==> src/rtl/spi_voice_regfile.sv <==
`default_nettype none
// ----------------------------------------------------------------------------
// spi_voice_regfile: byte-stream register file for N voice dividers behind SPI.
// Rev 1.0
// ----------------------------------------------------------------------------
module spi_voice_regfile #(
  parameter int             N_VOICES  = 8,
  parameter int             D_W       = 16,
  parameter logic [D_W-1:0] RESET_DIV = '0,
  parameter logic [7:0]     ACK_BYTE  = 8'hFF
) (
  input  logic                    sys_clk,
  input  logic                    sys_rst,
  input  logic                    cs_active,
  input  logic                    rx_byte_valid,
  input  logic [7:0]              rx_byte,
  output logic [7:0]              tx_byte,
  output logic [N_VOICES*D_W-1:0] voice_div,
  output logic [N_VOICES-1:0]     voice_wr_stb,
  output logic                    cmd_err
);
  localparam int            BPR         = D_W / 8;
  localparam int            BW          = (BPR > 1) ? $clog2(BPR) : 1;
  localparam logic [BW-1:0] C_LAST_BYTE = BW'(BPR - 1);
  localparam logic [5:0]    C_LAST_IDX  = 6'(N_VOICES - 1);
  localparam logic [7:0]    C_NAK       = 8'h00;

  typedef enum logic [1:0] {IDLE = 2'd0, CMD = 2'd1, DATA = 2'd2} state_t;

  state_t              state_q, state_d;
  logic                armed_q, armed_d;
  logic                wr_q, wr_d;
  logic                ainc_q, ainc_d;
  logic [5:0]          idx_q, idx_d;
  logic [BW-1:0]       byte_idx_q, byte_idx_d;
  logic [D_W-1:0]      shadow_q, shadow_d;
  logic [D_W-1:0]      sr_q, sr_d;
  logic [7:0]          tx_q, tx_d;
  logic [N_VOICES-1:0] stb_q, stb_d;
  logic                err_q, err_d;
  logic [D_W-1:0]      voice_q [N_VOICES];
  logic [D_W-1:0]      voice_d [N_VOICES];

  logic [5:0]          next_idx;
  logic [5:0]          rd_sel;
  logic [D_W-1:0]      rd_word;
  logic                last_byte;

  function automatic logic valid_idx(input logic [5:0] i);
    return i <= C_LAST_IDX;
  endfunction

  // Auto-increment wraps to 0 from the last voice and from any invalid index.
  assign next_idx  = !ainc_q ? idx_q : ((idx_q >= C_LAST_IDX) ? 6'd0 : idx_q + 6'd1);
  assign last_byte = (byte_idx_q == C_LAST_BYTE);
  assign rd_sel    = (state_q == CMD) ? rx_byte[5:0] : next_idx;

  always_comb begin
    rd_word = '0;
    for (int k = 0; k < N_VOICES; k++) begin
      if (rd_sel == 6'(k)) rd_word = voice_q[k];
    end
  end

  always_comb begin
    state_d    = state_q;
    armed_d    = armed_q | ~cs_active;
    wr_d       = wr_q;
    ainc_d     = ainc_q;
    idx_d      = idx_q;
    byte_idx_d = byte_idx_q;
    shadow_d   = shadow_q;
    sr_d       = sr_q;
    tx_d       = tx_q;
    stb_d      = '0;
    err_d      = err_q;
    voice_d    = voice_q;
    unique case (state_q)
      IDLE: begin
        byte_idx_d = '0;
        if (cs_active && armed_q) state_d = CMD;
      end
      CMD: begin
        if (rx_byte_valid) begin
          wr_d       = rx_byte[7];
          ainc_d     = rx_byte[6];
          idx_d      = rx_byte[5:0];
          byte_idx_d = '0;
          state_d    = DATA;
          if (rx_byte[7]) begin
            tx_d = valid_idx(rx_byte[5:0]) ? ACK_BYTE : C_NAK;
          end else begin
            tx_d = valid_idx(rx_byte[5:0]) ? rd_word[D_W-1 -: 8] : C_NAK;
            sr_d = rd_word << 8;
          end
          if (!rx_byte[7] && rx_byte[5:0] == 6'h3F) err_d = 1'b0;
          else if (!valid_idx(rx_byte[5:0]))        err_d = 1'b1;
        end
        if (!cs_active) state_d = IDLE;
      end
      DATA: begin
        if (rx_byte_valid) begin
          if (wr_q) begin
            shadow_d = (shadow_q << 8) | D_W'(rx_byte);
            tx_d     = valid_idx(idx_q) ? ACK_BYTE : C_NAK;
            if (last_byte && valid_idx(idx_q)) begin
              for (int k = 0; k < N_VOICES; k++) begin
                if (idx_q == 6'(k)) begin
                  voice_d[k] = shadow_d;
                  stb_d[k]   = 1'b1;
                end
              end
            end
          end else if (last_byte) begin
            tx_d = valid_idx(next_idx) ? rd_word[D_W-1 -: 8] : C_NAK;
            sr_d = rd_word << 8;
          end else begin
            tx_d = valid_idx(idx_q) ? sr_q[D_W-1 -: 8] : C_NAK;
            sr_d = sr_q << 8;
          end
          if (last_byte) begin
            byte_idx_d = '0;
            idx_d      = next_idx;
          end else begin
            byte_idx_d = byte_idx_q + 1'b1;
          end
        end
        // A partially written shadow is simply abandoned here.
        if (!cs_active) begin
          state_d    = IDLE;
          byte_idx_d = '0;
        end
      end
      default: state_d = IDLE;
    endcase
  end

  always_ff @(posedge sys_clk or posedge sys_rst) begin
    if (sys_rst) begin
      state_q    <= IDLE;
      armed_q    <= 1'b0;
      wr_q       <= 1'b0;
      ainc_q     <= 1'b0;
      idx_q      <= '0;
      byte_idx_q <= '0;
      shadow_q   <= '0;
      sr_q       <= '0;
      tx_q       <= 8'h00;
      stb_q      <= '0;
      err_q      <= 1'b0;
      for (int k = 0; k < N_VOICES; k++) voice_q[k] <= RESET_DIV;
    end else begin
      state_q    <= state_d;
      armed_q    <= armed_d;
      wr_q       <= wr_d;
      ainc_q     <= ainc_d;
      idx_q      <= idx_d;
      byte_idx_q <= byte_idx_d;
      shadow_q   <= shadow_d;
      sr_q       <= sr_d;
      tx_q       <= tx_d;
      stb_q      <= stb_d;
      err_q      <= err_d;
      voice_q    <= voice_d;
    end
  end

  assign tx_byte      = tx_q;
  assign voice_wr_stb = stb_q;
  assign cmd_err      = err_q;

  generate
    for (genvar g = 0; g < N_VOICES; g++) begin : g_flat
      assign voice_div[g*D_W +: D_W] = voice_q[g];
    end
  endgenerate
endmodule
`default_nettype wire

==> config.mk <==
export PLATFORM = sky130hd
export DESIGN_NAME = spi_voice_regfile
export DESIGN_NICKNAME = d
export VERILOG_FILES = /design/src/rtl/spi_voice_regfile.sv
export SDC_FILE = /design/constraint.sdc
export NUM_CORES = 1
export LEC_CHECK = 0
export CAP_MARGIN = 10
export CORE_AREA = 8 8 123 154
export DETAILED_ROUTE_END_ITERATION = 8
export DIE_AREA = 0 0 131 162
export GPL_ROUTABILITY_DRIVEN = 0
export GPL_TIMING_DRIVEN = 0
export PLACE_DENSITY = 0.84
export REMOVE_ABC_BUFFERS = 1
export SETUP_SLACK_MARGIN = 0.3
export SYNTH_ARGS = -nofsm -noshare
export SYNTH_HDL_FRONTEND = slang
export SYNTH_SLANG_ARGS = --single-unit
==> constraint.sdc <==
create_clock -name sys_clk -period 19.05 [get_ports sys_clk]
set_clock_uncertainty 0.2 [all_clocks]
set_input_delay 3.81 -clock sys_clk [delete_from_list [all_inputs] [get_ports sys_clk]]
set_output_delay 3.81 -clock sys_clk [all_outputs]
set_load 0.05 [all_outputs]
==> flow_metrics.py, run 1 <==
metrics = {
    "run_status": {
        "status": "finished clean",
    },
    "floorplanning": {
        "fp.dieW_um": 131,
        "die_y_um": 162,
        "core-area_sq_um": 16500,
        "ios": 157,
        "rows": 53,
        "die_area_sq_um": 21200,
        "initial_core_util": 0.491,
    },
    "synth": {
        "synth_warnings": 0,
        "syn_area_per_cell_sq_um": 11.9,
        "ys_seq_area_frac": 0.534,
        "yosysUniqueCellTypes": 53,
        "syn_inst": 682,
        "ys_ff_latch": 173,
        "synthArstFlopShare": 1.00,
        "synth_ff_type": "dfrtp_1",
        "syn_area_sq_um": 8100,
        "synth_edf_count": 0,
    },
    "drt": {
        "drt-met1-wl_mm": 9.45,
        "vias_per_cell": 5.99,
        "drt_iter0_drc": 429,
        "dr.max_layer_used": "met4",
        "drc": 0,
        "ant_nets": 0,
        "vias": 6311,
        "wl_per_cell_um": 23.5,
        "dr.pass1.iters": 6,
        "wl_met3_mm": 1.82,
        "met2_length_mm": 12.4,
        "routed_wl_mm": 24.7,
    },
    "final_layout": {
        "drive_gt1_frac": 0.238,
        "layout_common_cells": "dfrtp_1 (173), clkdlybuf4s50_1 (156), mux2_2 (138)",
        "num-fill-cells": 1251,
        "n_antenna_cell": 0,
        "final_area_sq_um": 10500,
        "seq_area_sq_um": 4330,
        "nets": 836,
        "area_delta_synth_final_pct": 29.2,
        "fin_cells": 1053,
        "multi_input_area_sq_um": 3560,
        "layout_commonest_cell": "dfrtp_1",
    },
    "worst_setup_path": {
        "arrival_ns": 7.02,
        "start_kind": "primary input",
        "crit_path_start": "rx_byte_valid",
        "r2r_start": "state_q[0]$_DFFE_PP0P_",
        "crit_type": "primary input to flop",
        "worst_ep_required_time_ns": 19.15,
        "cp_max_fo": 17,
        "endpoint_kind": "flop",
    },
    "placed_design": {
        "dp_hpwl_mm": 16.4,
        "placed_area_sq_um": 9860,
        "placedCellCount": 1021,
        "portBuffers": 156,
    },
    "sta": {
        "fin_crit_ns": 6.92,
        "period_share": 0.363,
        "finalSetupViolCount": 0,
        "hold_slack_ns": 0.276,
        "hold_viol": 0,
        "tightest_slew_ns": 1.18,
        "setup_tns_ns": 0,
        "slew_violations": 0,
        "rsz0062_at_grt": "no",
        "fmax_ghz": 0.145,
        "slew_headroom": 0.211,
    },
    "cts": {
        "htreeDepth": 4,
        "clock-sinks": 173,
        "post_cts_resize_count": 0,
        "root_buffer": "clkbuf_16",
        "cts_buffers": 17,
        "clk_pin_slew_ns": 0.07,
        "cts_tree": "built",
        "clockBufferDepth": 2,
        "ctsHoldBuffers": 0,
        "post_cts_buffers": 0,
        "clkLatencyLatePin_ns": 0.43,
    },
    "hold_path": {
        "holdCritPathClass": "flop to flop",
        "hp-start": "armed_q$_DFF_PP0_",
    },
    "pwr": {
        "vdd_drop_max_uv": 62.0,
        "power_density_nw_per_um2": 96.6,
        "p_leak_nw": 4.78,
    },
    "grt": {
        "grt_overflow_total": 0,
        "grt_pass1_wl_mm": 37.7,
        "grt_pass1_vias": 6551,
        "grtUsageTotal": 0.238,
        "grt_max_degree": 105,
        "antenna_found_initial": 0,
    },
    "flow_run": {
        "maxCapViolCount": 0,
    },
}
## cell usage after synthesis (all sizes together), types with 2 or more instances
| library cell | number | area, sq um |
|---|---|---|
| dfrtp | 173 | 4330 |
| mux2 | 138 | 1550 |
| nand2 | 72 | 273 |
| o21ai | 42 | 214 |
| nor2 | 34 | 130 |
| a21oi | 27 | 139 |
| clkbuf | 23 | 86.3 |
| buf | 18 | 105 |
| nand3 | 13 | 65.1 |
| mux2i | 12 | 120 |
| a211oi | 11 | 82.6 |
| nor3 | 11 | 75.1 |
| inv | 10 | 37.5 |
| mux4 | 10 | 225 |
| a31oi | 9 | 56.3 |
| a2bb2oi | 7 | 61.3 |
| and2 | 7 | 43.8 |
| o22ai | 7 | 43.8 |
| nand2b | 6 | 37.5 |
| nand4 | 6 | 37.5 |
| a21o | 5 | 37.5 |
| a21boi | 4 | 30.0 |
| a31o | 4 | 35.0 |
| ha | 4 | 50.1 |
| nor2b | 4 | 25.0 |
| a311oi | 3 | 26.3 |
| o41ai | 3 | 26.3 |
| a22o | 2 | 17.5 |
| o21a | 2 | 15.0 |
## flip-flops by register name, indices dropped and copies added (netlist names), 2 cells and up
register and count:
voice_div 128, shadow_q 8, sr_q 8, tx_byte 8, voice_wr_stb 8, idx_q 6
state_q 2
## critical path, cell delays in order
cell and delay, ns:
clkdlybuf4s50_1 0.71, nand3_1 0.62, nor3_2 0.53, nand2_1 0.78, mux2_2 0.57
## area by class of cell
class                      instances  share of cell area
sequential                       173               0.413
tap                              220              0.0263
inverter                          11             0.00466
clock inverter                     9              0.0129
multi-input combinational        457               0.340
timing repair buffer             160               0.157
clock buffer                      23              0.0457
## worst paths after layout
path,endpoint,slack (ns),cells after the start
setup / recovery,voice_div[17]$_DFFE_PP0P_,12.13,5
hold / removal,armed_q$_DFF_PP0_,0.28,1
setup reg to reg,voice_div[17]$_DFFE_PP0P_,15.16,5
hold reg to reg,armed_q$_DFF_PP0_,0.28,1
max in group asynchronous,voice_div[20]$_DFFE_PP0P_,14.10,3
min in group asynchronous,voice_div[42]$_DFFE_PP0P_,3.63,2
## logic make-up after synthesis
| group | count (synthesis) | synth area share |
|---|---|---|
| muxes | 160 | 0.234 |
| DFF | 173 | 0.534 |
| buffers and inverters | 52 | 0.0287 |
| AOI/OAI and AO/OA | 133 | 0.105 |
| adders and majority gates | 4 | 0.00618 |
| and+or+nand+nor | 160 | 0.0912 |
## per-layer routing
layer / vias up / global-route usage
li1: 2751 / -
met1: 3186 / 0.274
met2: 298 / 0.388
met3: 76 / 0.0682
met4: 0 / 0.130
met5: - / 0
## metrics by stage
stage | utilization | setup slack (ns) | total power [mW]
2_1_floorplan | - | 10.35 | 0.563
3_3_place_gp | 0.590 | 8.06 | 0.638
3_5_place_dp | 0.597 | 11.75 | 0.653
4_1_cts | 0.634 | 12.20 | 1.01
5_1_grt | 0.634 | 12.01 | 1.05
6_report | 0.634 | 12.13 | 1.01
## where the power goes
| group | switching (mW) | internal [mW] |
|---|---|---|
| clock network | 0.144 | 0.217 |
| logic | 0.150 | 0.0778 |
| registers | 0.0339 | 0.389 |
Note: power is estimated with default switching activity, not from simulation.
==> run 2, diff against run 1 <==
==> constraint.sdc (replaced) <==
create_clock -name sys_clk -period 7.1 [get_ports sys_clk]
set_clock_uncertainty 0.2 [all_clocks]
set_input_delay 1.42 -clock sys_clk [delete_from_list [all_inputs] [get_ports sys_clk]]
set_output_delay 1.42 -clock sys_clk [all_outputs]
set_load 0.05 [all_outputs]
==> results of run 2 <==
Same layout as run 1 (identical final DEF). Status: finished clean.
Among the figures that moved: setup slack after placement 11.75 ns -> 2.19 ns; setup slack after layout 12.13 ns -> 2.57 ns; register-to-register setup slack 15.16 ns -> 3.21 ns; total power 1.01 mW -> 2.71 mW; worst IR drop on VDD 62.0 uV -> 166 uV
==> run 3, diff against run 2 <==
==> constraint.sdc (replaced) <==
create_clock -name sys_clk -period 4.6 [get_ports sys_clk]
set_clock_uncertainty 0.2 [all_clocks]
set_input_delay 0.92 -clock sys_clk [delete_from_list [all_inputs] [get_ports sys_clk]]
set_output_delay 0.92 -clock sys_clk [all_outputs]
set_load 0.05 [all_outputs]
==> run 3 against run 2 <==
Sequential cell count unchanged; wire length is essentially flat; count of clock-buffer cells in the layout stayed put; via count is 0.40% lower; non-clock buffer count unchanged; global-route usage about the same; critical path type unchanged; largest power group unchanged; highest routed layer unchanged.
==> flow_metrics.py, run 3 (synthesized netlist as in run 1, its figures left out) <==
metrics = {
    "run_status": {
        "status": "finished clean",
    },
    "cts": {
        "root_buffer": "clkbuf_16",
        "clkLatencyLatePin_ns": 0.43,
        "cts_tree": "built",
        "clk_pin_slew_ns": 0.07,
        "clock-sinks": 173,
        "ctsHoldBuffers": 0,
        "clockBufferDepth": 2,
        "post_cts_buffers": 0,
        "post_cts_resize_count": 0,
        "cts_buffers": 17,
        "htreeDepth": 4,
    },
    "floorplanning": {
        "core-area_sq_um": 16500,
        "die_y_um": 162,
        "ios": 157,
        "initial_core_util": 0.491,
        "rows": 53,
        "fp.dieW_um": 131,
        "die_area_sq_um": 21200,
    },
    "hold_path": {
        "hp-start": "armed_q$_DFF_PP0_",
        "min_path_cells": 1,
        "hold_end": "armed_q$_DFF_PP0_",
        "holdCritPathClass": "flop to flop",
    },
    "final_layout": {
        "seq_area_sq_um": 4330,
        "layout_commonest_cell": "dfrtp_1",
        "largest_reg_flops": 128,
        "multi_input_area_sq_um": 3560,
        "nets": 836,
        "n_antenna_cell": 0,
        "layout_common_cells": "dfrtp_1 (173), clkdlybuf4s50_1 (156), mux2_2 (138)",
        "num-fill-cells": 1251,
        "area_delta_synth_final_pct": 29.2,
        "fin_util": 0.634,
        "drive_gt1_frac": 0.238,
    },
    "worst_setup_path": {
        "slowest_stage": "nand2_1",
        "crit_type": "primary input to flop",
        "r2r_start": "state_q[0]$_DFFE_PP0P_",
        "worst_ep_required_time_ns": 4.71,
        "reg2regPathDepth": 5,
        "cp_slowest_stage_delay_ns": 0.79,
        "r2r_end": "voice_div[17]$_DFFE_PP0P_",
        "start_kind": "primary input",
        "arrival_ns": 4.14,
        "crit_chain": "clkdlybuf4s50_1 > nand3_1 > nor3_2 > nand2_1 > mux2_2",
        "endpoint_kind": "flop",
        "r2r_slack_ns": 0.70,
        "cp_max_fo": 17,
    },
    "pwr": {
        "vdd_drop_max_uv": 259,
        "p_leak_nw": 4.78,
        "power_density_nw_per_um2": 400,
    },
    "drt": {
        "ant_nets": 0,
        "drt_iter0_drc": 402,
        "vias_per_cell": 5.97,
        "wl_per_cell_um": 23.5,
        "routed_wl_mm": 24.8,
        "dr.pass1.iters": 5,
        "vias": 6286,
        "drc": 0,
    },
    "placed_design": {
        "dp_slack_ns": 0.192,
        "dp_hpwl_mm": 16.4,
        "portBuffers": 156,
    },
    "sta": {
        "hold_viol": 0,
        "timing.final.ws_setup_ns": 0.569,
        "period_share": 0.876,
        "fmax_ghz": 0.248,
        "slew_headroom": 0.204,
        "fin_crit_ns": 4.03,
        "setup_tns_ns": 0,
        "finalSetupViolCount": 0,
        "slew_violations": 0,
        "tightest_slew_ns": 1.19,
        "rsz0062_at_grt": "no",
    },
    "flow_run": {
        "maxCapViolCount": 0,
    },
    "grt": {
        "grt_overflow_total": 0,
        "grt_pass1_vias": 6549,
        "grt_pass1_wl_mm": 37.8,
        "grt_max_degree": 105,
        "grtUsageTotal": 0.238,
        "antenna_found_initial": 0,
    },
}
==> run 3: cell counts in the layout (fill, tap and decap cells not counted) <==
No cell type changed its count.
==> run 3: final cells by class <==
cell class                      count  area share
Clock buffer                       23      0.0457
Clock inverter                      9      0.0129
Inverter                           11     0.00466
Multi-Input combinational cell    457       0.340
Sequential cell                   173       0.413
Tap cell                          220      0.0263
Timing Repair Buffer              160       0.157
==> run 3: worst max-delay path by stage <==
stage / start / end / slack [ns]
after floorplan: sys_rst / ainc_q$_DFFE_PP0P_ / -1.21
after global placement: sys_rst / voice_div[54]$_DFFE_PP0P_ / -3.50
after detailed placement: rx_byte_valid / voice_div[42]$_DFFE_PP0P_ / 0.19
after CTS: rx_byte_valid / voice_div[42]$_DFFE_PP0P_ / 0.63
after global routing: state_q[0]$_DFFE_PP0P_ / voice_div[17]$_DFFE_PP0P_ / 0.44
final: rx_byte_valid / voice_div[17]$_DFFE_PP0P_ / 0.57
==> run 3: critical path: cells and delay by family <==
kind,cells,cell delay (ns)
buffers and inverters,1,0.71
AND/OR/NAND/NOR,3,1.93
multiplexers,1,0.57
==> run 3: layer usage <==
metal	GRT usage	wire length, um
met1	0.275	9400
met2	0.389	12500
met3	0.0692	1870
met4	0.128	1030
met5	0	0
==> run 3: where the power goes <==
| group | total (mW) | switching, mW | leakage (nW) | internal (mW) |
|---|---|---|---|---|
| clock network | 1.50 | 0.599 | 0.278 | 0.898 |
| logic | 0.944 | 0.622 | 2.12 | 0.322 |
| registers | 1.75 | 0.140 | 2.38 | 1.61 |
| total | 4.19 | 1.36 | 4.78 | 2.83 |
==> run 3: metrics by stage <==
stage | hold slack (ns) | area [sq um] | power (mW) | cells
after floorplan | 0.236 | 7910 | 2.33 | 641
after global placement | 0.251 | 9750 | 2.64 | 1017
after detailed placement | 0.256 | 9860 | 2.70 | 1021
after CTS | 0.275 | 10500 | 4.19 | 1053
after global routing | 0.304 | 10500 | 4.35 | 1053
final | 0.275 | 10500 | 4.19 | 1053
